==> config.mk <==
export PLATFORM = sky130hd
export DESIGN_NAME = gdt_arbiter_flat
export DESIGN_NICKNAME = d
export VERILOG_FILES = /design/src/rtl/gdt_arbiter_if.sv /design/src/rtl/gdt_arbiter.sv /design/src/flat_wrapper.sv
export SDC_FILE = /design/constraint.sdc
export NUM_CORES = 1
export LEC_CHECK = 0
export ABC_CLOCK_PERIOD_IN_PS = 1900
export CAP_MARGIN = 5
export CORE_UTILIZATION = 42
export DETAILED_ROUTE_END_ITERATION = 10
export PLACE_DENSITY_LB_ADDON = 0.3
export REMOVE_ABC_BUFFERS = 1
export SETUP_SLACK_MARGIN = 0.3
export SYNTH_ARGS = -nofsm -noshare
export SYNTH_HDL_FRONTEND = slang
export SYNTH_SLANG_ARGS = --single-unit
==> constraint.sdc <==
create_clock -name clock -period 1.9 [get_ports clock]
set_clock_uncertainty 0.05 [all_clocks]
set_input_delay 0.57 -clock clock [delete_from_list [all_inputs] [get_ports clock]]
set_output_delay 0.57 -clock clock [all_outputs]
set_load 0.005 [all_outputs]
==> src/rtl/gdt_arbiter_if.sv <==
`default_nettype none
// +--------------------------------------------------------------------------+
// | Module   : gdt_arbiter_if                                                |
// | Brief    : Hypervisor / guest request ports and GDT memory port bundle.   |
// | Revision : 1.0                                                           |
// +--------------------------------------------------------------------------+
interface gdt_arbiter_if;
    logic        hv_req;
    logic        hv_we;
    logic [2:0]  hv_line;
    logic [2:0]  hv_col;
    logic [31:0] hv_wdata;
    logic        hv_gnt;
    logic        hv_err;
    logic        hv_rvalid;
    logic [31:0] hv_rdata;

    logic        gst_req;
    logic [2:0]  gst_line;
    logic [2:0]  gst_col;
    logic        gst_gnt;
    logic        gst_rvalid;
    logic [31:0] gst_rdata;

    logic        gdt_enable;
    logic        gdt_rd0_wr1;
    logic [2:0]  gdt_line;
    logic [2:0]  gdt_column;
    logic [31:0] gdt_wdata;
    logic [31:0] gdt_rdata;

    // Arbiter side.
    modport slave (
        input  hv_req, hv_we, hv_line, hv_col, hv_wdata,
        output hv_gnt, hv_err, hv_rvalid, hv_rdata,
        input  gst_req, gst_line, gst_col,
        output gst_gnt, gst_rvalid, gst_rdata,
        output gdt_enable, gdt_rd0_wr1, gdt_line, gdt_column, gdt_wdata,
        input  gdt_rdata
    );

    // Requester / memory side.
    modport master (
        output hv_req, hv_we, hv_line, hv_col, hv_wdata,
        input  hv_gnt, hv_err, hv_rvalid, hv_rdata,
        output gst_req, gst_line, gst_col,
        input  gst_gnt, gst_rvalid, gst_rdata,
        input  gdt_enable, gdt_rd0_wr1, gdt_line, gdt_column, gdt_wdata,
        output gdt_rdata
    );
endinterface

`default_nettype wire

==> src/rtl/gdt_arbiter.sv <==
`default_nettype none
// +--------------------------------------------------------------------------+
// | Module   : gdt_arbiter                                                   |
// | Brief    : Two-requester GDT access arbiter, hypervisor priority with a   |
// |            guest anti-starvation streak limit. All outputs registered.   |
// | Revision : 1.0                                                           |
// +--------------------------------------------------------------------------+
module gdt_arbiter #(
    parameter int STARVE_LIMIT = 4
) (
    input  wire          clock,
    input  wire          reset_n,
    gdt_arbiter_if.slave bus
);

    localparam int            CW      = $clog2(STARVE_LIMIT + 1);
    localparam logic [CW-1:0] c_limit = CW'(STARVE_LIMIT);

    typedef enum logic [1:0] {
        IDLE    = 2'd0,
        ISSUE   = 2'd1,
        CAPTURE = 2'd2,
        RESP    = 2'd3
    } state_t;

    state_t        state_q, state_d;
    logic [CW-1:0] streak_q, streak_d;
    logic          sel_gst_q, sel_gst_d;
    logic          we_q, we_d;

    logic          hv_gnt_q, hv_gnt_d;
    logic          hv_err_q, hv_err_d;
    logic          hv_rvalid_q, hv_rvalid_d;
    logic [31:0]   hv_rdata_q, hv_rdata_d;
    logic          gst_gnt_q, gst_gnt_d;
    logic          gst_rvalid_q, gst_rvalid_d;
    logic [31:0]   gst_rdata_q, gst_rdata_d;
    logic          gdt_enable_q, gdt_enable_d;
    logic          gdt_we_q, gdt_we_d;
    logic [2:0]    gdt_line_q, gdt_line_d;
    logic [2:0]    gdt_col_q, gdt_col_d;
    logic [31:0]   gdt_wdata_q, gdt_wdata_d;

    logic          w_any_req;
    logic          w_gst_win;
    logic          w_null_wr;

    // Guest only overtakes a waiting hypervisor once the streak has saturated.
    assign w_any_req = bus.hv_req | bus.gst_req;
    assign w_gst_win = bus.gst_req & (~bus.hv_req | (streak_q == c_limit));
    assign w_null_wr = ~w_gst_win & bus.hv_we & (bus.hv_col == 3'd0);

    always_comb begin
        state_d      = state_q;
        streak_d     = streak_q;
        sel_gst_d    = sel_gst_q;
        we_d         = we_q;
        hv_gnt_d     = 1'b0;
        hv_err_d     = 1'b0;
        hv_rvalid_d  = 1'b0;
        hv_rdata_d   = hv_rdata_q;
        gst_gnt_d    = 1'b0;
        gst_rvalid_d = 1'b0;
        gst_rdata_d  = gst_rdata_q;
        gdt_enable_d = 1'b0;
        gdt_we_d     = 1'b0;
        gdt_line_d   = gdt_line_q;
        gdt_col_d    = gdt_col_q;
        gdt_wdata_d  = gdt_wdata_q;

        unique case (state_q)
            IDLE: begin
                if (w_any_req) begin
                    state_d   = ISSUE;
                    sel_gst_d = w_gst_win;
                    hv_gnt_d  = ~w_gst_win;
                    gst_gnt_d = w_gst_win;
                    if (w_gst_win) begin
                        we_d         = 1'b0;
                        gdt_enable_d = 1'b1;
                        gdt_we_d     = 1'b0;
                        gdt_line_d   = bus.gst_line;
                        gdt_col_d    = bus.gst_col;
                        gdt_wdata_d  = 32'd0;
                        streak_d     = '0;
                    end else begin
                        we_d         = bus.hv_we;
                        hv_err_d     = w_null_wr;
                        gdt_enable_d = ~w_null_wr;
                        gdt_we_d     = bus.hv_we;
                        gdt_line_d   = bus.hv_line;
                        gdt_col_d    = bus.hv_col;
                        gdt_wdata_d  = bus.hv_wdata;
                        if (!bus.gst_req) begin
                            streak_d = '0;
                        end else if (streak_q != c_limit) begin
                            streak_d = streak_q + CW'(1);
                        end
                    end
                end
            end
            ISSUE: begin
                state_d = we_q ? IDLE : CAPTURE;
            end
            CAPTURE: begin
                // Memory data is valid one cycle after the enable cycle.
                state_d = RESP;
                if (sel_gst_q) begin
                    gst_rvalid_d = 1'b1;
                    gst_rdata_d  = bus.gdt_rdata;
                end else begin
                    hv_rvalid_d = 1'b1;
                    hv_rdata_d  = bus.gdt_rdata;
                end
            end
            RESP: begin
                state_d = IDLE;
            end
            default: begin
                state_d = IDLE;
            end
        endcase
    end

    always_ff @(posedge clock or negedge reset_n) begin
        if (!reset_n) begin
            state_q      <= IDLE;
            streak_q     <= '0;
            sel_gst_q    <= 1'b0;
            we_q         <= 1'b0;
            hv_gnt_q     <= 1'b0;
            hv_err_q     <= 1'b0;
            hv_rvalid_q  <= 1'b0;
            hv_rdata_q   <= 32'd0;
            gst_gnt_q    <= 1'b0;
            gst_rvalid_q <= 1'b0;
            gst_rdata_q  <= 32'd0;
            gdt_enable_q <= 1'b0;
            gdt_we_q     <= 1'b0;
            gdt_line_q   <= 3'd0;
            gdt_col_q    <= 3'd0;
            gdt_wdata_q  <= 32'd0;
        end else begin
            state_q      <= state_d;
            streak_q     <= streak_d;
            sel_gst_q    <= sel_gst_d;
            we_q         <= we_d;
            hv_gnt_q     <= hv_gnt_d;
            hv_err_q     <= hv_err_d;
            hv_rvalid_q  <= hv_rvalid_d;
            hv_rdata_q   <= hv_rdata_d;
            gst_gnt_q    <= gst_gnt_d;
            gst_rvalid_q <= gst_rvalid_d;
            gst_rdata_q  <= gst_rdata_d;
            gdt_enable_q <= gdt_enable_d;
            gdt_we_q     <= gdt_we_d;
            gdt_line_q   <= gdt_line_d;
            gdt_col_q    <= gdt_col_d;
            gdt_wdata_q  <= gdt_wdata_d;
        end
    end

    assign bus.hv_gnt      = hv_gnt_q;
    assign bus.hv_err      = hv_err_q;
    assign bus.hv_rvalid   = hv_rvalid_q;
    assign bus.hv_rdata    = hv_rdata_q;
    assign bus.gst_gnt     = gst_gnt_q;
    assign bus.gst_rvalid  = gst_rvalid_q;
    assign bus.gst_rdata   = gst_rdata_q;
    assign bus.gdt_enable  = gdt_enable_q;
    assign bus.gdt_rd0_wr1 = gdt_we_q;
    assign bus.gdt_line    = gdt_line_q;
    assign bus.gdt_column  = gdt_col_q;
    assign bus.gdt_wdata   = gdt_wdata_q;

    a_gnt_onehot: assert property (@(posedge clock) disable iff (!reset_n)
        !(hv_gnt_q && gst_gnt_q));
    a_rvalid_onehot: assert property (@(posedge clock) disable iff (!reset_n)
        !(hv_rvalid_q && gst_rvalid_q));
    a_streak_bound: assert property (@(posedge clock) disable iff (!reset_n)
        streak_q <= c_limit);

endmodule

`default_nettype wire

==> src/flat_wrapper.sv <==
// flat-port wrapper written by rule: the top's interface ports become plain ports
module gdt_arbiter_flat 
#(
    parameter int STARVE_LIMIT = 4
)
  (clock, reset_n, bus_hv_req, bus_hv_we, bus_hv_line, bus_hv_col, bus_hv_wdata, bus_hv_gnt, bus_hv_err, bus_hv_rvalid, bus_hv_rdata, bus_gst_req, bus_gst_line, bus_gst_col, bus_gst_gnt, bus_gst_rvalid, bus_gst_rdata, bus_gdt_enable, bus_gdt_rd0_wr1, bus_gdt_line, bus_gdt_column, bus_gdt_wdata, bus_gdt_rdata);
  gdt_arbiter_if bus_i ();
  input  wire clock;
  input  wire reset_n;
  input wire logic [$bits(bus_i.hv_req)-1:0] bus_hv_req;
  input wire logic [$bits(bus_i.hv_we)-1:0] bus_hv_we;
  input wire logic [$bits(bus_i.hv_line)-1:0] bus_hv_line;
  input wire logic [$bits(bus_i.hv_col)-1:0] bus_hv_col;
  input wire logic [$bits(bus_i.hv_wdata)-1:0] bus_hv_wdata;
  output wire logic [$bits(bus_i.hv_gnt)-1:0] bus_hv_gnt;
  output wire logic [$bits(bus_i.hv_err)-1:0] bus_hv_err;
  output wire logic [$bits(bus_i.hv_rvalid)-1:0] bus_hv_rvalid;
  output wire logic [$bits(bus_i.hv_rdata)-1:0] bus_hv_rdata;
  input wire logic [$bits(bus_i.gst_req)-1:0] bus_gst_req;
  input wire logic [$bits(bus_i.gst_line)-1:0] bus_gst_line;
  input wire logic [$bits(bus_i.gst_col)-1:0] bus_gst_col;
  output wire logic [$bits(bus_i.gst_gnt)-1:0] bus_gst_gnt;
  output wire logic [$bits(bus_i.gst_rvalid)-1:0] bus_gst_rvalid;
  output wire logic [$bits(bus_i.gst_rdata)-1:0] bus_gst_rdata;
  output wire logic [$bits(bus_i.gdt_enable)-1:0] bus_gdt_enable;
  output wire logic [$bits(bus_i.gdt_rd0_wr1)-1:0] bus_gdt_rd0_wr1;
  output wire logic [$bits(bus_i.gdt_line)-1:0] bus_gdt_line;
  output wire logic [$bits(bus_i.gdt_column)-1:0] bus_gdt_column;
  output wire logic [$bits(bus_i.gdt_wdata)-1:0] bus_gdt_wdata;
  input wire logic [$bits(bus_i.gdt_rdata)-1:0] bus_gdt_rdata;
  assign bus_i.hv_req = bus_hv_req;
  assign bus_i.hv_we = bus_hv_we;
  assign bus_i.hv_line = bus_hv_line;
  assign bus_i.hv_col = bus_hv_col;
  assign bus_i.hv_wdata = bus_hv_wdata;
  assign bus_hv_gnt = bus_i.hv_gnt;
  assign bus_hv_err = bus_i.hv_err;
  assign bus_hv_rvalid = bus_i.hv_rvalid;
  assign bus_hv_rdata = bus_i.hv_rdata;
  assign bus_i.gst_req = bus_gst_req;
  assign bus_i.gst_line = bus_gst_line;
  assign bus_i.gst_col = bus_gst_col;
  assign bus_gst_gnt = bus_i.gst_gnt;
  assign bus_gst_rvalid = bus_i.gst_rvalid;
  assign bus_gst_rdata = bus_i.gst_rdata;
  assign bus_gdt_enable = bus_i.gdt_enable;
  assign bus_gdt_rd0_wr1 = bus_i.gdt_rd0_wr1;
  assign bus_gdt_line = bus_i.gdt_line;
  assign bus_gdt_column = bus_i.gdt_column;
  assign bus_gdt_wdata = bus_i.gdt_wdata;
  assign bus_i.gdt_rdata = bus_gdt_rdata;
  gdt_arbiter #(.STARVE_LIMIT(STARVE_LIMIT)) u_core (.clock(clock), .reset_n(reset_n), .bus(bus_i));
endmodule
==> results by stage, run 1 <==
GRT:
- Entering global routing, the biggest net connects 53 pins.
- The initial antenna violation count was 0.
- The aggregate global-route resource usage is 0.206.
- After global routing the overflow that remains totals 0.
- The number of global-route vias before repair is roughly 3400.
- The first global-routing pass estimated 17700 um of wire.

STA:
- The top achievable clock speed is slightly above 600 MHz.
- The slew at the pin closest to its max-slew limit is 0.272 ns.
- The relative max-transition margin is 0.816.
- The count of pins over their slew limit is 0.
- Dividing the final minimum period by the clock period gives 0.873.
- The clock period could shrink to 1.66 ns.
- The final sum of negative setup slack is 0 ns.
- The final-report hold violation count is 0.
- Setup repair after global routing could not meet its margin everywhere.
- The worst hold slack is 0.416 ns.
- Setup violations remaining at the end of the flow were counted as 0.

Min path:
- The startpoint identified for the worst hold timing path is bus_gst_req.
- The class of the worst hold path is in -> reg.
- Along the worst hold path, the cell count comes to 3.

Status:
- The run finished with clean final reports.

Drt:
- The aggregate routed wire length is 11100 um.
- The count of nets left with antenna violations once routing finished came out at 0.
- The via total after detailed routing is around 3400.
- In this run the top signal layer used is met4.
- After detailed routing, the number of vias per cell comes to 4.91.
- For this block, the initial DRC count from the detailed router was 86.
- Wire segments on met2 add up to between 5000 and 6000 um in the final route.
- After detailed routing, the number of remaining DRC violations is 0.
- Dividing the detail-routed wire length by the instance count gives 16.1 um.
- The wire length on met1 is between 4000 and 5000 um.
- After detailed routing, the met3 layer carries about 870 um of wire.
- The iteration count of the initial detailed-routing pass is 4.

Floorplan:
- The site row count is 37.
- The die boundary height is 105 um.
- The die covers 11100 sq um.
- The width of the die is 105 um.
- In this run the count of I/O pins placed on the die edge is 190.
- The core area is roughly 10000 sq um.
- For this configuration, the core starts out at a cell density of 0.434.

Logic synthesis:
- The number of cells produced by synthesis is 294.
- After synthesis, the share of flip-flops with an asynchronous set or reset is 1.00.
- The post-synthesis instance area is 4480 sq um.
- The warning count from the yosys run is 0.
- By count the netlist is led by 116 x sky130_fd_sc_hd__dfrtp_1, 64 x sky130_fd_sc_hd__mux2_1, 34 x sky130_fd_sc_hd__a22o_1.
- The flip-flop cell with the highest count after synthesis is sky130_fd_sc_hd__dfrtp_1.
- The synthesized area per cell is between 15 and 20 sq um.
- The library cell with the largest summed area after synthesis is sky130_fd_sc_hd__dfrtp_1.
- In the post-synthesis netlist, the biggest area contributors are sky130_fd_sc_hd__dfrtp_1 65%, sky130_fd_sc_hd__mux2_1 16%, sky130_fd_sc_hd__a22o_1 6.6%, sky130_fd_sc_hd__buf_6 2.3%, sky130_fd_sc_hd__a31oi_1 0.84%.
- In this run, synthesis inferred 0 flip-flops with an integrated enable.
- The most common cell in the synthesized netlist is sky130_fd_sc_hd__dfrtp_1.
- The number of different library cells used by synthesis comes to 33.
- The share of synthesized area in the top cell type comes to 0.647.
- The fraction of the yosys area taken by sequential cells is 0.647.
- The number of register bits inferred by synthesis is 116.

Setup path:
- Data on the critical path arrives at its endpoint at 1.04 ns.
- The worst register-to-register path has a depth of 5.
- The largest individual stage delay along the critical path comes from the cell sky130_fd_sc_hd__dfrtp_1.
- The longest individual stage delay on the worst path is approximately 0.41 ns.
- The count of buffer and inverter cells on the critical path is 1.
- The nature of the critical path endpoint is an output port.
- The kind of critical path is reg -> out.
- The critical path goes through buf_2.
- Data on the critical path is required at its endpoint by about 1.3 ns.
- The worst setup path startpoint is u_core.bus.gdt_wdata[14].
- STA classifies the critical path startpoint as a register.
- The maximum fanout count along the critical path is 2.
- The cell family contributing the most delay on the critical path is flip-flops.
- The total stage count of the critical path is 1.

Power and ir drop:
- Of the total power, registers draw 0.374.
- The switching power total is 3.43 mW.
- For this design the ratio of total power to cell area is 1630 nW/um^2.
- In this run the static leakage power is 3.37 nW.
- The internal power summed over all cells is 7.94 mW.
- The worst vdd rail ir drop is roughly 0.00066 V.
- Of the total power, the share spent switching nets is 0.301.
- The part of the power in the clock network is 0.249.
- Of the total power, combinational logic draws 0.377.

Clock network:
- The buffer depth of the longest clock path is 2.
- The clock sink count is roughly 120.
- The level count of the clock H-tree is 4.
- Clock-pin slew was measured on the worst setup and hold paths at roughly 0.06 ns.
- TritonCTS built the clock tree.
- The clock buffer count from CTS is 17.
- At the later pin of the worst-skew pair, clock insertion delay measures 0.49 ns.
- CTS placed an instance of sky130_fd_sc_hd__clkbuf_8 at the clock tree root.

Run:
- The number of max-capacitance violations reported is 0.

Place:
- Routability-driven placement finished with a final weighted congestion of between 0.7 and 0.8.
- Buffers placed on the I/O ports in this run total 189.
- Detailed placement finished with a half-perimeter wire length of 7480 um.
- Including well taps, the total number of placed cells is 615.
- Summing all placed instances gives a cell area of 6580 sq um.

Cells and area:
- Once layout is done, the placed cells without fillers occupy 6980 sq um.
- The area added between synthesis and finish is 55.6%.
- After the last flow step, the layout net total stands at 628.
- Of the cells placed in the final design, the portion with a size suffix greater than 1 is 0.381.
- For this run, the number of standard cells in the final layout without fillers is roughly 690.
- The antenna diode instance count is 0.
what timing repair did:
item / in CTS / in global routing
gates cloned: 0 / 1
gates resized for setup: 436 / 6
hold buffers: 1 / 0
setup endpoints to repair: 142 / 148
buffers inserted: 31 / 14
endpoints found under the hold margin: 16 / 0
through the flow:
stage                     power, mW   util  setup WS [ns]
after global routing           12.1  0.676          0.208
final                          11.4  0.676          0.242
after floorplan                5.85      -         0.0953
after global placement         8.76  0.637        -0.0984
after CTS                      11.2  0.660          0.219
after detailed placement       8.94  0.637         -0.183
cells in the final DEF (no fill, tap or decap), types with 4 or more instances in the layout:
cell type	netlist	layout
sky130_fd_sc_hd__a21oi_1	7	7
sky130_fd_sc_hd__a22o_1	34	34
sky130_fd_sc_hd__a31oi_1	6	6
sky130_fd_sc_hd__buf_12	0	6
sky130_fd_sc_hd__buf_2	5	109
sky130_fd_sc_hd__buf_4	4	56
sky130_fd_sc_hd__clkbuf_16	0	17
sky130_fd_sc_hd__clkdlybuf4s50_1	0	78
sky130_fd_sc_hd__clkinv_2	0	4
sky130_fd_sc_hd__dfrtp_1	116	115
sky130_fd_sc_hd__mux2_1	64	64
sky130_fd_sc_hd__nand2_1	4	4
sky130_fd_sc_hd__nand3_1	7	7
sky130_fd_sc_hd__nor2_1	4	4
sky130_fd_sc_hd__o21ai_0	6	6
path summary, 6_finish.rpt:
| check | slack, ns | to |
|---|---|---|
| setup reg to reg | 0.36 | u_core.bus.gdt_wdata[3] |
| hold / removal | 0.42 | u_core.bus.gst_gnt |
| min in group asynchronous | 0.43 | u_core.bus.gst_rdata[22] |
| setup / recovery | 0.24 | bus_gdt_wdata[14] |
| hold reg to reg | 0.43 | u_core.bus.hv_rdata[20] |
| max in group asynchronous | 0.81 | asynchronous set/reset pin |
sequential cells by signal, summed over array words and instances, names as in the netlist, named ones only:
| register | count |
|---|---|
| u_core.bus.gst_rvalid | 1 |
| u_core.bus.hv_rvalid | 1 |
| u_core.bus.gdt_line | 3 |
| u_core.bus.gst_rdata | 32 |
| u_core.bus.hv_gnt | 1 |
| u_core.bus.gdt_rd0_wr1 | 1 |
| u_core.state_q | 1 |
| u_core.bus.gdt_wdata | 32 |
| u_core.bus.gst_gnt | 1 |
| u_core.bus.hv_rdata | 32 |
| u_core.we_q | 1 |
| u_core.bus.gdt_enable | 1 |
| u_core.streak_q | 3 |
| u_core.bus.hv_err | 1 |
| u_core.bus.gdt_column | 3 |
| u_core.sel_gst_q | 1 |
power by group through the flow:
stage | combinational [mW] | clock (mW) | sequential [mW]
2_1_floorplan | 1.49 | 0 | 4.36
3_3_place_gp | 4.48 | 0 | 4.28
3_5_place_dp | 4.62 | 0 | 4.32
4_1_cts | 4.04 | 2.89 | 4.25
5_1_grt | 4.66 | 3.02 | 4.39
6_report | 4.29 | 2.83 | 4.25
layout make-up:
| cell class | instances | area, sq um |
|---|---|---|
| clock inverters | 9 | 81.3 |
| flip-flops and latches | 116 | 2900 |
| inverters | 4 | 15.0 |
| clock buffers | 22 | 453 |
| fillers | 754 | 3350 |
| multi-input cells | 154 | 1440 |
| repair buffers | 252 | 1910 |
| well taps | 136 | 170 |
layer usage:
metal	GRT usage	vias to the layer above
met1	0.264	1666
met4	0.0634	0
li1	-	1568
met3	0.0668	8
met2	0.335	159
met5	0	-
cell families (layout without fill, tap and decap cells):
family          after synthesis  count (layout)  synth area share
compound gates               59              59             0.102
fa+ha+maj                     2               2           0.00558
buf+inv                      24             287            0.0399
flops                       116             116             0.647
mux                          65              65             0.163
simple gates                 28              28            0.0416
No activity file was read; power rests on OpenSTA's default activity.
==> inputs of run 2 (changes only) <==
--- a/config.mk
+++ b/config.mk
@@ -6,11 +6,9 @@
 export NUM_CORES = 1
 export LEC_CHECK = 0
 export ABC_CLOCK_PERIOD_IN_PS = 1900
-export CAP_MARGIN = 5
 export CORE_UTILIZATION = 42
 export DETAILED_ROUTE_END_ITERATION = 10
 export PLACE_DENSITY_LB_ADDON = 0.3
-export REMOVE_ABC_BUFFERS = 1
 export SETUP_SLACK_MARGIN = 0.3
 export SYNTH_ARGS = -nofsm -noshare
 export SYNTH_HDL_FRONTEND = slang
==> run 2 against run 1 <==
Net effect:
- sequential share of layout area fell by 0.18 points
- core utilization rose by 0.32 points
- count of clock-buffer cells in the layout rose by 2
- total power rose by 5.9%
- critical path type unchanged
- first-iteration DRC count rose by 51%
- die area did not move
- critical path depth did not move
- clock power rose by 28%
- combinational power fell by 3%
- fmax fell by 0.55%
- wire length rose by 1.4%
- global-route usage rose by 0.25 points
- critical endpoint is now bus_gst_rdata[25]
==> results by stage, run 2 (synthesis gave the netlist of run 1 again) <==
Clock network:
- The clock tree from TritonCTS is yes (unchanged).
- The clock tree root driver cell is sky130_fd_sc_hd__clkbuf_8 (unchanged).
- The buffer depth of the longest clock path came to 2 (unchanged).
- The clock-pin slew on the worst setup and hold paths came to 0.05 ns (was 0.06 ns).
- The clock buffer count from CTS is 17 (unchanged).
- The level count of the clock H-tree was 4 (unchanged).
- The clock sink count is 116 (unchanged).
- The count of hold-fix buffers inserted at cts is 0 (was 1).
- The clock latency on the worst-skew pair came to 0.51 ns (was 0.49 ns).

Power and ir drop:
- The internal power summed over all cells was 8.65 mW (was 7.94 mW).
- The switching part of the total is 0.282 (was 0.301).
- The worst vdd rail ir drop is 0.000682 V (was 0.000659 V).
- The areal power density over the cells was 1720 nW/um^2 (was 1630 nW/um^2).
- The combinational power share was 0.347 (was 0.377).
- The part of the power in the clock network is 0.301 (was 0.249).
- The sum of internal, switching and leakage power was 12.0 mW (was 11.4 mW).
- The proportion of power drawn by flip-flops and latches is 0.353 (was 0.374).
- The leakage power of the design is 3.38 nW (was 3.37 nW).
- The switching power total is 3.39 mW (was 3.43 mW).

Floorplan:
- The number of ports placed on the die boundary is 190 (unchanged).
- The width of the die is 105 um (unchanged).
- The effective utilization at floorplan was 0.434 (unchanged).
- The core area is 10300 sq um (unchanged).
- The die boundary height is 105 um (unchanged).
- The overall die area is 11100 sq um (unchanged).
- The site row count came to 37 (unchanged).

Setup path:
- The destination of the worst register-to-register timing path is u_core.bus.hv_rdata[9] (was u_core.bus.gdt_wdata[3]).
- The longest individual stage delay on the worst path is 0.40 ns (was 0.41 ns).
- The endpoint arrival time on the critical path came to 1.05 ns (was 1.04 ns).
- The required time at the endpoint of the critical path is 1.28 ns (about the same).
- The number of cells on the worst reg-to-reg path is 4 (was 5).
- The slowest stage cell on the critical path is sky130_fd_sc_hd__dfrtp_1 (unchanged).
- The kind of critical path is reg -> out (unchanged).
- Critical path cell sequence: buf_2 (unchanged).
- The nature of the critical path endpoint is an output port (unchanged).
- The count of buffer and inverter cells on the critical path is 1 (unchanged).
- The critical path startpoint category is a register (unchanged).
- The register-to-register setup slack is 0.37 ns (was 0.36 ns).
- The cell family contributing the most delay on the critical path is flip-flops (unchanged).
- The maximum fanout count along the critical path came to 2 (unchanged).

STA:
- The final count of negative-setup-slack endpoints is 0 (unchanged).
- The time the final worst path needs with I/O delays and setup is 1.67 ns (was 1.66 ns).
- The top achievable clock speed is 600 MHz (was 603 MHz).
- The slew at the pin closest to its max-slew limit is 0.611 ns (was 0.272 ns).
- The count of pins over their slew limit is 0 (unchanged).
- The relative max-transition margin is 0.593 (was 0.816).
- The final worst-path setup slack is 0.233 ns (was 0.242 ns).
- The final clock period utilization by the worst path is 0.878 (was 0.873).
- Unrepaired setup endpoints after global routing: yes (unchanged).
- The final-report hold violation count came to 0 (unchanged).

Cells and area:
- The area added between synthesis and finish is 56.3% (was 55.6%).
- The fraction of final layout cells with drive strength greater than 1 is 0.374 (was 0.381).
- Most frequent cells in the layout: 114 x sky130_fd_sc_hd__dfrtp_1, 109 x sky130_fd_sc_hd__buf_2, 79 x sky130_fd_sc_hd__clkdlybuf4s50_1 (was 115 x sky130_fd_sc_hd__dfrtp_1, 109 x sky130_fd_sc_hd__buf_2, 78 x sky130_fd_sc_hd__clkdlybuf4s50_1).
- The most frequent standard cell in the layout excluding fill and tap cells is sky130_fd_sc_hd__dfrtp_1 (unchanged).
- The antenna diode instance count is 0 (unchanged).
- The post-route cell area is 7010 sq um (was 6980 sq um).
- The fraction of the core area covered by cells at the end of the flow is 0.679 (was 0.676).
- The final-stage net count is 616 (was 628).

Run:
- The number of max-capacitance violations reported is 0 (unchanged).

Drt:
- The number of remaining DRC errors is 0 (unchanged).
- The via total after detailed routing is 3341 (was 3401).
- The remaining number of nets flagged by the antenna check after routing is 0 (unchanged).
- The iteration count of the initial detailed-routing pass is 6 (was 4).
- The detail-routed via count per cell came to 4.90 (was 4.91).
- The aggregate routed wire length is 11300 um (was 11100 um).
- The initial DRC count is 130 (was 86).
- The detailed-route wire length per cell is 16.6 um (was 16.1 um).

Place:
- The number of input and output port buffers inserted came to 189 (unchanged).
- The worst slack at placement was -0.110 ns (was -0.183 ns).
- The standard cell area after detailed placement was 6520 sq um (was 6580 sq um).
- The placed wire-length estimate is 7160 um (was 7480 um).
- The weighted congestion reported at the end of routability-driven placement is 0.805 (was 0.761).

Min path:
- The class of the worst hold path is in -> async (was in -> reg).

GRT:
- The number of global-route vias before repair came to 3470 (was 3444).
- The aggregate global-route resource usage is 0.209 (was 0.206).
- The first-pass GRT wire length was 17600 um (was 17700 um).
- The initial antenna violation count is 0 (unchanged).
- The pin count of the biggest net entering global routing is 117 (was 53).
- The remaining global-route overflow is 0 (unchanged).

Status:
- Run status: finished clean (unchanged).

Logic synthesis:
- The number of nets in the synthesized netlist is 377.
## run 2: metrics by stage
step | hold slack [ns] | setup TNS [ns] | cells
floorplan | 0.224 | 0 | 294
global placement | 0.418 | -2.26 | 609
detailed placement | 0.424 | -3.76 | 609
CTS | 0.105 | 0 | 662
global route | 0.114 | 0 | 682
finish | 0.0758 | 0 | 682
## run 2: cell type report
cell class | count | area (sq um)
repair buffers | 240 | 1820
inverters | 4 | 15.0
fillers | 753 | 3320
flip-flops and latches | 116 | 2910
well taps | 136 | 170
clock inverters | 8 | 193
multi-input cells | 154 | 1420
clock buffers | 24 | 490
## run 2: repair_timing
item                                    4_1_cts  5_1_grt
endpoints found under the setup margin      174      148
gates resized for setup                     435        2
pin swaps                                     0        1
hold endpoints to repair                      0        0
setup buffers                                21       19
gates cloned                                  0        1
## run 2: worst max-delay path by stage
stage                              from                       end  slack, ns  cells past startpoint
2_1_floorplan        u_core.streak_q[0]  u_core.bus.gdt_wdata[10]       0.37                      7
3_3_place_gp                bus_gst_req  u_core.bus.gdt_wdata[20]      -0.06                      5
3_5_place_dp                bus_gst_req  u_core.bus.gdt_column[0]      -0.11                      5
4_1_cts        u_core.bus.gst_rdata[20]         bus_gst_rdata[20]       0.21                      1
5_1_grt        u_core.bus.gst_rdata[25]         bus_gst_rdata[25]       0.19                      1
6_report       u_core.bus.gst_rdata[25]         bus_gst_rdata[25]       0.23                      1
## run 2: power groups by stage
stage | combinational (mW) | sequential [mW] | clock [mW]
2_1_floorplan | 1.79 | 4.29 | 0
3_3_place_gp | 4.43 | 4.29 | 0
3_5_place_dp | 4.54 | 4.33 | 0
4_1_cts | 3.81 | 4.26 | 3.69
5_1_grt | 4.52 | 4.40 | 3.80
6_report | 4.17 | 4.25 | 3.62
## run 2: routing by layer
metal / track usage / wire (um) / vias to the layer above
met2: 0.340 / 5530 / 140
li1: - / - / 1555
met1: 0.262 / 4890 / 1636
met5: 0 / 0 / -
met3: 0.0711 / 748 / 10
met4: 0.0684 / 126 / 0
==> inputs of run 3 (changes only) <==
--- a/config.mk
+++ b/config.mk
@@ -5,10 +5,11 @@
 export SDC_FILE = /design/constraint.sdc
 export NUM_CORES = 1
 export LEC_CHECK = 0
-export ABC_CLOCK_PERIOD_IN_PS = 1900
+export ABC_CLOCK_PERIOD_IN_PS = 1800
 export CORE_UTILIZATION = 42
+export CTS_BUF_LIST = sky130_fd_sc_hd__clkbuf_8 sky130_fd_sc_hd__clkbuf_16
 export DETAILED_ROUTE_END_ITERATION = 10
-export PLACE_DENSITY_LB_ADDON = 0.3
+export PLACE_DENSITY = 0.79
 export SETUP_SLACK_MARGIN = 0.3
 export SYNTH_ARGS = -nofsm -noshare
 export SYNTH_HDL_FRONTEND = slang
==> constraint.sdc (replaced) <==
create_clock -name clock -period 1.8 [get_ports clock]
set_clock_uncertainty 0.05 [all_clocks]
set_input_delay 0.54 -clock clock [delete_from_list [all_inputs] [get_ports clock]]
set_output_delay 0.54 -clock clock [all_outputs]
set_load 0.005 [all_outputs]
==> run 3 against run 2 <==
Net effect:
- critical path depth unchanged
- critical endpoint is now bus_gdt_wdata[1]
- clock power fell by 12%
- sequential power up 5.2%
- total power grew 12%
- worst hold slack gained 0.35 ns
- worst setup slack worse by 0.071 ns
- flip-flop and latch count unchanged
==> results by stage, run 3 (synthesis gave the netlist of run 1 again) <==
Cells and area:
- The post-route non-filler standard cell count is 732 (was 682).
- The fraction of the core area covered by cells at the end of the flow is 0.730 (was 0.679).
- The fraction of final layout cells with drive strength greater than 1 was 0.464 (was 0.374).
- The final-stage net count was 665 (was 616).
- The count of filler cells inserted in the layout is 686 (was 753).
- The flip-flop and latch area was 2910 sq um (unchanged).
- The total area of multi-input combinational cells is 1520 sq um (was 1420 sq um).
- The area added between synthesis and finish was 68.1% (was 56.3%).
- Most frequent cells in the layout: 114 x sky130_fd_sc_hd__dfrtp_1, 108 x sky130_fd_sc_hd__buf_2, 82 x sky130_fd_sc_hd__buf_4 (was 114 x sky130_fd_sc_hd__dfrtp_1, 109 x sky130_fd_sc_hd__buf_2, 79 x sky130_fd_sc_hd__clkdlybuf4s50_1).
- The most frequent standard cell in the layout excluding fill and tap cells is sky130_fd_sc_hd__dfrtp_1 (unchanged).

Place:
- The placed wire-length estimate is 7830 um (was 7160 um).
- The weighted congestion reported at the end of routability-driven placement is 0.804 (was 0.805).
- The worst slack at placement is -0.164 ns (was -0.110 ns).
- The cell count after placement is 617 (was 609).
- The number of input and output port buffers inserted was 189 (unchanged).

STA:
- Unrepaired setup endpoints after global routing: yes (unchanged).
- The final worst-path setup slack came to 0.162 ns (was 0.233 ns).
- The worst hold slack was 0.427 ns (was 0.0758 ns).
- The final clock period utilization by the worst path is 0.910.
- The time the final worst path needs with I/O delays and setup is 1.64 ns.
- The final count of negative-setup-slack endpoints is 0 (unchanged).
- The final-report hold violation count came to 0 (unchanged).
- The final sum of negative setup slack is 0 ns (unchanged).
- The relative max-transition margin is 0.768 (was 0.593).
- The top achievable clock speed is 610 MHz.
- The count of pins over their slew limit is 0 (unchanged).
- The slew at the pin closest to its max-slew limit is 0.348 ns (was 0.611 ns).

GRT:
- The initial antenna violation count is 1 (was 0).
- The pin count of the biggest net entering global routing was 43 (was 117).
- The first-pass GRT wire length is 19500 um (was 17600 um).
- The remaining global-route overflow is 0 (unchanged).
- The number of global-route vias before repair is 3707 (was 3470).
- The aggregate global-route resource usage is 0.230 (was 0.209).

Setup path:
- The required time at the endpoint of the critical path is 1.21 ns (was 1.28 ns).
- The maximum fanout count along the critical path is 2 (unchanged).
- The critical path startpoint category is a register (unchanged).
- The register-to-register setup slack is 0.23 ns (was 0.37 ns).
- The longest individual stage delay on the worst path is 0.39 ns (was 0.40 ns).
- Critical path cell sequence: buf_2 (unchanged).
- The endpoint arrival time on the critical path was 1.05 ns (about the same).
- The cell family contributing the most delay on the critical path was flip-flops (unchanged).
- The total stage count of the critical path is 1 (unchanged).
- The destination of the worst register-to-register timing path is u_core.bus.gdt_wdata[2] (was u_core.bus.hv_rdata[9]).
- The slowest stage cell on the critical path is sky130_fd_sc_hd__dfrtp_1 (unchanged).
- The count of buffer and inverter cells on the critical path is 1 (unchanged).
- The nature of the critical path endpoint was an output port (unchanged).
- The startpoint identified for the worst register-to-register timing path is u_core.streak_q[0].
- The kind of critical path was reg -> out (unchanged).
- The number of cells on the worst reg-to-reg path is 6 (was 4).

Power and ir drop:
- The leakage power of the design is 3.68 nW (was 3.38 nW).
- The worst vdd rail ir drop is 0.000759 V (was 0.000682 V).
- The areal power density over the cells was 1780 nW/um^2 (was 1720 nW/um^2).

Floorplan:
- The overall die area is 11100 sq um (unchanged).
- The number of ports placed on the die boundary is 190 (unchanged).
- The effective utilization at floorplan came to 0.434 (unchanged).
- The die boundary height was 105 um (unchanged).
- The core area is 10300 sq um (unchanged).
- The width of the die is 105 um (unchanged).
- The site row count is 37 (unchanged).

Drt:
- The remaining number of nets flagged by the antenna check after routing is 0 (unchanged).
- The number of remaining DRC errors came to 0 (unchanged).
- The iteration count of the initial detailed-routing pass came to 4 (was 6).
- The detailed-route wire length per cell is 19.1 um (was 16.6 um).
- The via total after detailed routing is 3727 (was 3341).
- The aggregate routed wire length is 13900 um (was 11300 um).
- The detail-routed via count per cell is 5.09 (was 4.90).
- The initial DRC count is 146 (was 130).

Clock network:
- The clock latency on the worst-skew pair is 0.51 ns (about the same).
- The level count of the clock H-tree was 4 (unchanged).
- The buffer depth of the longest clock path is 2 (unchanged).
- The clock buffer count from CTS was 17 (unchanged).
- The clock-pin slew on the worst setup and hold paths is 0.06 ns (was 0.05 ns).
- The clock sink count was 116 (unchanged).
- The clock tree from TritonCTS was yes (unchanged).
- The clock tree root driver cell is sky130_fd_sc_hd__clkbuf_8 (unchanged).

Run:
- The number of max-capacitance violations reported is 0 (unchanged).

Status:
- Run status: finished clean (unchanged).

Min path:
- The class of the worst hold path is in -> async (unchanged).

Logic synthesis:
- The net count of the mapped netlist came to 377 (unchanged).
[run 3: changes by cell type in the layout (fill, tap and decap cells not counted), moves of 2 or more]
| cell | delta |
|---|---|
| sky130_fd_sc_hd__clkinvlp_4 | +4 |
| sky130_fd_sc_hd__inv_1 | +2 |
| sky130_fd_sc_hd__buf_4 | +37 |
| sky130_fd_sc_hd__mux2_4 | +20 |
| sky130_fd_sc_hd__clkinv_2 | +2 |
| sky130_fd_sc_hd__buf_6 | +3 |
| sky130_fd_sc_hd__clkbuf_8 | -4 |
| sky130_fd_sc_hd__mux2_1 | -20 |
| sky130_fd_sc_hd__bufinv_16 | -4 |
| sky130_fd_sc_hd__clkbuf_16 | +7 |
| sky130_fd_sc_hd__clkbuf_1 | -2 |
[run 3: area by class of cell]
cell class,count,area share
Antenna cell,1,0.000332
Clock buffer,18,0.0568
Clock inverter,14,0.0183
Timing Repair Buffer,289,0.313
Multi-Input combinational cell,154,0.202
Tap cell,136,0.0226
Inverter,4,0.00199
Sequential cell,116,0.385
[run 3: metrics by stage]
step           total power, mW  area, sq um
4_1_cts                   12.3         7020
3_3_place_gp              9.24         6620
6_report                  13.4         7540
2_1_floorplan             6.43         4500
3_5_place_dp              9.44         6620
5_1_grt                   14.1         7540
[run 3: power breakdown]
part	internal [mW]	switching (mW)
registers	3.83	0.644
logic	3.51	2.26
clock network	1.99	1.21
total	9.33	4.11
[run 3: worst max path at each step]
stage                                        start                        to  slack (ns)
after floorplan                 u_core.streak_q[1]  u_core.bus.gdt_wdata[10]        0.33
after global placement                 bus_gst_req  u_core.bus.gdt_wdata[13]       -0.13
after detailed placement                bus_hv_req    u_core.bus.gdt_line[1]       -0.16
after CTS                 u_core.bus.gdt_wdata[31]         bus_gdt_wdata[31]        0.15
after global routing      u_core.bus.gst_rdata[12]         bus_gst_rdata[12]        0.12
final                      u_core.bus.gdt_wdata[1]          bus_gdt_wdata[1]        0.16
[run 3: per-layer routing]
metal,up-vias,part of all wire,track usage
li1,1650,-,-
met1,1879,0.40,0.278
met2,177,0.51,0.386
met3,21,0.073,0.0730
met4,0,0.021,0.0865
met5,-,0,0
[run 3: repair_timing]
action | in CTS | in global routing
hold buffers | 1 | 0
resized for setup | 439 | 27
setup buffers | 41 | 29
pin swaps | 1 | 16
cloned | 2 | 9
endpoints found under the hold margin | 21 | 0
endpoints found under the setup margin | 200 | 149
